===== config.mk =====
export PLATFORM = sky130hd
export DESIGN_NAME = psg_voice_mixer
export DESIGN_NICKNAME = d
export VERILOG_FILES = /design/src/rtl/psg_voice_mixer.sv
export SDC_FILE = /design/constraint.sdc
export NUM_CORES = 1
export LEC_CHECK = 0
export ABC_CLOCK_PERIOD_IN_PS = 8600
export CORE_MARGIN = 2
export CORE_UTILIZATION = 51
export DETAILED_ROUTE_END_ITERATION = 16
export MAX_ROUTING_LAYER = met4
export PLACE_DENSITY_LB_ADDON = 0.05
export SYNTH_ARGS = -nofsm -noshare
export SYNTH_HDL_FRONTEND = slang
export SYNTH_SLANG_ARGS = --single-unit

===== constraint.sdc =====
create_clock -name clk_i -period 8.6 [get_ports clk_i]
set_input_delay 1.29 -clock clk_i [delete_from_list [all_inputs] [get_ports clk_i]]
set_output_delay 1.29 -clock clk_i [all_outputs]
set_load 0.02 [all_outputs]

===== src/rtl/psg_voice_mixer.sv =====
// Waveform combiner and per-frame voice mixer: stage 1 combines selected waveforms,
// stage 2 accumulates voices into one sample. Define PSG_MIX_SCALE_EN to scale the sum by NVOICE.
module psg_voice_mixer #(
    parameter int WID    = 12,
    parameter int NWAVE  = 5,
    parameter int NVOICE = 4,
    parameter int ACCW   = WID + $clog2(NVOICE)
) (
    input  logic                       clk_i,
    input  logic                       rst_i,
    input  logic                       vld_i,
    input  logic                       last_i,
    input  logic [NWAVE-1:0]           sel_i,
    input  logic [1:0]                 mode_i,
    input  logic [NWAVE*WID-1:0]       wave_i,
    output logic                       out_vld_o,
    input  logic                       out_rdy_i,
    output logic [ACCW-1:0]            sample_o,
    output logic [$clog2(NVOICE):0]    nvoc_o,
    output logic                       ovf_o
);
    localparam int LG = $clog2(NVOICE);
    localparam int CW = LG + 1;

    typedef enum logic {IDLE, ACCUM} state_t;

    logic [NWAVE-1:0][WID-1:0] wv;
    logic [NWAVE-1:0][WID-1:0] frc;
    logic [WID-1:0]            c_and, c_or, c_xor, c_max, comb_val;

    logic           s1_vld, s1_last;
    logic [WID-1:0] s1_val;

    state_t          state_q, state_d;
    logic [CW-1:0]   vcnt;
    logic [ACCW-1:0] acc, acc_base, sum, scaled;
    logic            frame_end;

    assign wv = wave_i;

    // Unselected inputs become the identity of the active mode: ones for AND, zeros otherwise.
    genvar k;
    generate
        for (k = 0; k < NWAVE; k++) begin : g_force
            assign frc[k] = sel_i[k] ? wv[k] : {WID{mode_i == 2'b00}};
        end
    endgenerate

    always_comb begin
        c_and = '1;
        c_or  = '0;
        c_xor = '0;
        c_max = '0;
        for (int i = 0; i < NWAVE; i++) begin
            c_and = c_and & frc[i];
            c_or  = c_or  | frc[i];
            c_xor = c_xor ^ frc[i];
            if (sel_i[i] && wv[i] > c_max) c_max = wv[i];
        end
        case (mode_i)
            2'b00:   comb_val = c_and;
            2'b01:   comb_val = c_or;
            2'b10:   comb_val = c_xor;
            default: comb_val = c_max;
        endcase
        if (sel_i == '0) comb_val = '0;
    end

    always_ff @(posedge clk_i) begin
        if (rst_i) begin
            s1_vld  <= 1'b0;
            s1_last <= 1'b0;
            s1_val  <= '0;
        end else begin
            s1_vld  <= vld_i;
            s1_last <= vld_i & last_i;
            if (vld_i) s1_val <= comb_val;
        end
    end

    always_comb begin
        state_d   = state_q;
        acc_base  = (state_q == IDLE) ? '0 : acc;
        sum       = acc_base + ACCW'(s1_val);
        frame_end = s1_vld && (s1_last || vcnt == CW'(NVOICE - 1));
        if (s1_vld) state_d = frame_end ? IDLE : ACCUM;
    end

`ifdef PSG_MIX_SCALE_EN
    assign scaled = sum >> LG;
`else
    assign scaled = sum;
`endif

    always_ff @(posedge clk_i) begin
        if (rst_i) begin
            state_q <= IDLE;
            acc     <= '0;
            vcnt    <= '0;
        end else begin
            state_q <= state_d;
            if (frame_end) begin
                acc  <= '0;
                vcnt <= '0;
            end else if (s1_vld) begin
                acc  <= sum;
                vcnt <= vcnt + CW'(1);
            end
        end
    end

    // A new frame always wins the output register; losing an unread one is an overrun.
    always_ff @(posedge clk_i) begin
        if (rst_i) begin
            out_vld_o <= 1'b0;
            sample_o  <= '0;
            nvoc_o    <= '0;
            ovf_o     <= 1'b0;
        end else begin
            if (frame_end) begin
                out_vld_o <= 1'b1;
                sample_o  <= scaled;
                nvoc_o    <= vcnt + CW'(1);
                if (out_vld_o && !out_rdy_i) ovf_o <= 1'b1;
            end else if (out_rdy_i) begin
                out_vld_o <= 1'b0;
            end
        end
    end
endmodule


==> run summary <==
Async set-reset flop share out of synthesis -> 0
Total power of the final layout -> 1150 uW
CTS Sinks -> 51
Worst min path class -> register to register
Data required time of the worst path -> 8770 ps
Routed wirelength normalized by instance count -> 22.4 um
Relative slew margins -> 0.115
Number of standard-cell rows in the floorplan -> 40
Initial antenna violation count -> 1
Share of final-layout standard cells stronger than drive strength 1 -> 0.273
Number of flops mapped to enable cells by yosys -> 0
Post-synthesis instance area -> 6280 sq um
Total wire length -> 26.8 mm
Worst Setup Slack, final -> -367 ps
Maximum single-stage delay on the critical path -> 460 ps
Number of buffers created by CTS -> 5
Total Die Area -> 13200 sq um
Commonest cells after routing, fill and taps aside -> buf_4, nand2_1, a21oi_1, ha_1, clkdlybuf4s50_1
Total placed cells including tap cells -> 1151
Overall routing resource usage -> 0.401
Critical path buffers and inverters -> 11
Average vias per placed instance -> 6.59
Worst Setup Path Type -> input port to register
Die Span Y -> 115 um
Worst path arrival time -> 9140 ps
Flip-flop cell with the highest count after synthesis -> dfxtp_1
Post-layout min period -> 8970 ps
Max Slew Vio Count -> 0
Global-route wire length before repair -> 40.0 mm
Number of different library cells in the post-synthesis netlist -> 67
Nets -> 1210
CTS clock-pin slew for the worst setup and hold paths -> 70 ps
Result of the run -> finished, violations left
Clk_skew -> 3.38 ps
Maximum achievable frequency -> 112 MHz
Post-Synthesis Cells -> 846
Commonest non-fill, non-tap cell in the layout -> buf_4
Final setup viols -> 12
Weighted congestion at the end of routability-driven global placement -> 1.07
DIE WIDTH -> 115 um
Startpoint type of the worst setup path -> input port
Share of the clock period used by the worst path after layout -> 1.04
Placed wire-length estimate after detailed placement -> 19.0 mm
CTS tree -> done
Power density normalized to cell area -> 124 nW/um^2
Seq/Total Area, Yosys -> 0.163
Total overflow reported by the global router -> 0
Max stage delay cell, worst path -> or4_4
Area growth from synthesis to layout -> 48.0%
# Max-Cap Violations -> 0
Maximum resistive drop on vdd -> 0.0794 mV
Placeable Area -> 12000 sq um
Post-route core utilization -> 0.774
Via count of the routed design -> 7909
Starting density of the core -> 0.523
Setup repair after global routing missed its margin -> yes
Clock Root Buffer -> clkbuf_16
Number of buffers inserted by hold repair at cts -> 0
Number of H-tree levels -> 2
I/O pin count -> 91
Failing checks -> setup timing
Yosys warning count -> 0
Static Leakage -> 0.00402 uW
Final routed DRC violation total -> 0
Setup Total Neg Slack -> -3170 ps
Synthesized flop and latch total -> 51
Kind of cell with the highest combined delay on the critical path -> compound AO/OA/AOI/OAI gates
Later-pin clock latency in the skew report -> 300 ps
Number of antenna-violating nets in the routed design -> 0
Final hold vios -> 0
Worst Tran Pin Value -> 1320 ps
Pre-Repair DR Iteration Count -> 5
Number of global-route vias before repair -> 7670
Clock Path Buffers -> 2
Worst slack at placement -> -1160 ps
IO Port Bufs -> 90
Pin count of the biggest net entering global routing -> 37
Post-Layout Cell Count -> 1201
Element type at the critical path end -> register
DRC violation total after the first TritonRoute iteration -> 1022
Per-instance average area after synthesis -> 7.42 sq um
Synthesized Nets -> 1004
Critical Path Fanout Max -> 8
==> sequential cells by signal, indices dropped and copies added, names as in the netlist <==
register and count:
acc 14, nvoc_o 3, out_vld_o 1, ovf_o 1, s1_last 1, s1_val 12
s1_vld 1, sample_o 14, state_q 1, vcnt 3
==> cell usage after synthesis, types with 10 or more instances <==
master | number | area (sq um)
a21oi_1 | 87 | 435
nand2_1 | 92 | 345
o211ai_1 | 20 | 150
xor2_1 | 17 | 149
dfxtp_1 | 51 | 1020
inv_1 | 50 | 188
mux2i_1 | 14 | 140
o21ai_0 | 17 | 85.1
a22oi_1 | 17 | 128
clkbuf_1 | 45 | 169
and2_1 | 14 | 87.6
a311oi_1 | 10 | 87.6
nand4_1 | 20 | 125
xnor2_1 | 34 | 298
a211oi_1 | 28 | 210
a21o_1 | 34 | 255
nor2_1 | 64 | 240
ha_1 | 85 | 1060
nand2b_1 | 11 | 68.8
==> final timing paths <==
path	depth (start not counted)	slack, ps	start	end
worst max-delay path	41	-370	sel_i[0]	s1_val[1]
worst min-delay path	2	450	sample_o[11]	sample_o[11]
worst max register to register	12	5140	state_q	sample_o[12]
worst min register to register	2	450	sample_o[11]	sample_o[11]
==> power breakdown <==
group | switching [uW] | internal, uW | total (uW)
clock network | 89.3 | 145 | 234
registers | 11.3 | 246 | 257
logic | 344 | 317 | 661
total | 445 | 707 | 1150
==> cell families (layout without fill, tap and decap cells) <==
| group | count (synthesis) | count (layout) | synth area share |
|---|---|---|---|
| AOI/OAI and AO/OA | 284 | 284 | 0.313 |
| and+or+nand+nor | 256 | 256 | 0.196 |
| buffers and inverters | 104 | 311 | 0.0627 |
| adders and majority gates | 86 | 86 | 0.173 |
| xor gates and xnor gates | 51 | 51 | 0.0711 |
| DFF | 51 | 51 | 0.163 |
| muxes | 14 | 14 | 0.0223 |
| other | 0 | 1 | 0 |
==> metrics by stage <==
stage / hold slack [ps] / area [sq um]
final: 454 / 9300
after global routing: 472 / 9300
after CTS: 456 / 8920
after detailed placement: 447 / 8100
after global placement: 438 / 8100
after floorplan: 445 / 6340
==> worst min-delay path: cells and delay by family, from the launching register on <==
kind               cells  cell delay, ps
AOI/OAI and AO/OA      1              50
DFF                    1             310
and+or+nand+nor        1              50
==> repair_timing <==
| action | in CTS | in global routing |
|---|---|---|
| setup buffers | 23 | 17 |
| resized for setup | 138 | 52 |
| pin swaps | 54 | 30 |
| endpoints found under the hold margin | 0 | 0 |
| setup endpoints to repair | 12 | 12 |
| cloned | 2 | 0 |
==> layout make-up <==
cell class / count / area, sq um
Clock inverter: 2 / 35.0
Clock buffer: 6 / 139
Tap cell: 147 / 184
Sequential cell: 51 / 1020
Antenna cell: 1 / 2.50
Multi-Input combinational cell: 691 / 5530
Timing Repair Buffer: 251 / 2200
Fill cell: 856 / 2710
Inverter: 52 / 195
==> metal layers <==
metal	up-vias	track usage	share of wire	routed length (um)
met4	0	0.195	0.061	1630
met1	3694	0.503	0.40	10800
met3	166	0.0849	0.099	2660
li1	3514	-	-	-
met2	535	0.613	0.44	11800
met5	-	-	0	0
No activity file was read; power rests on OpenSTA's default activity.
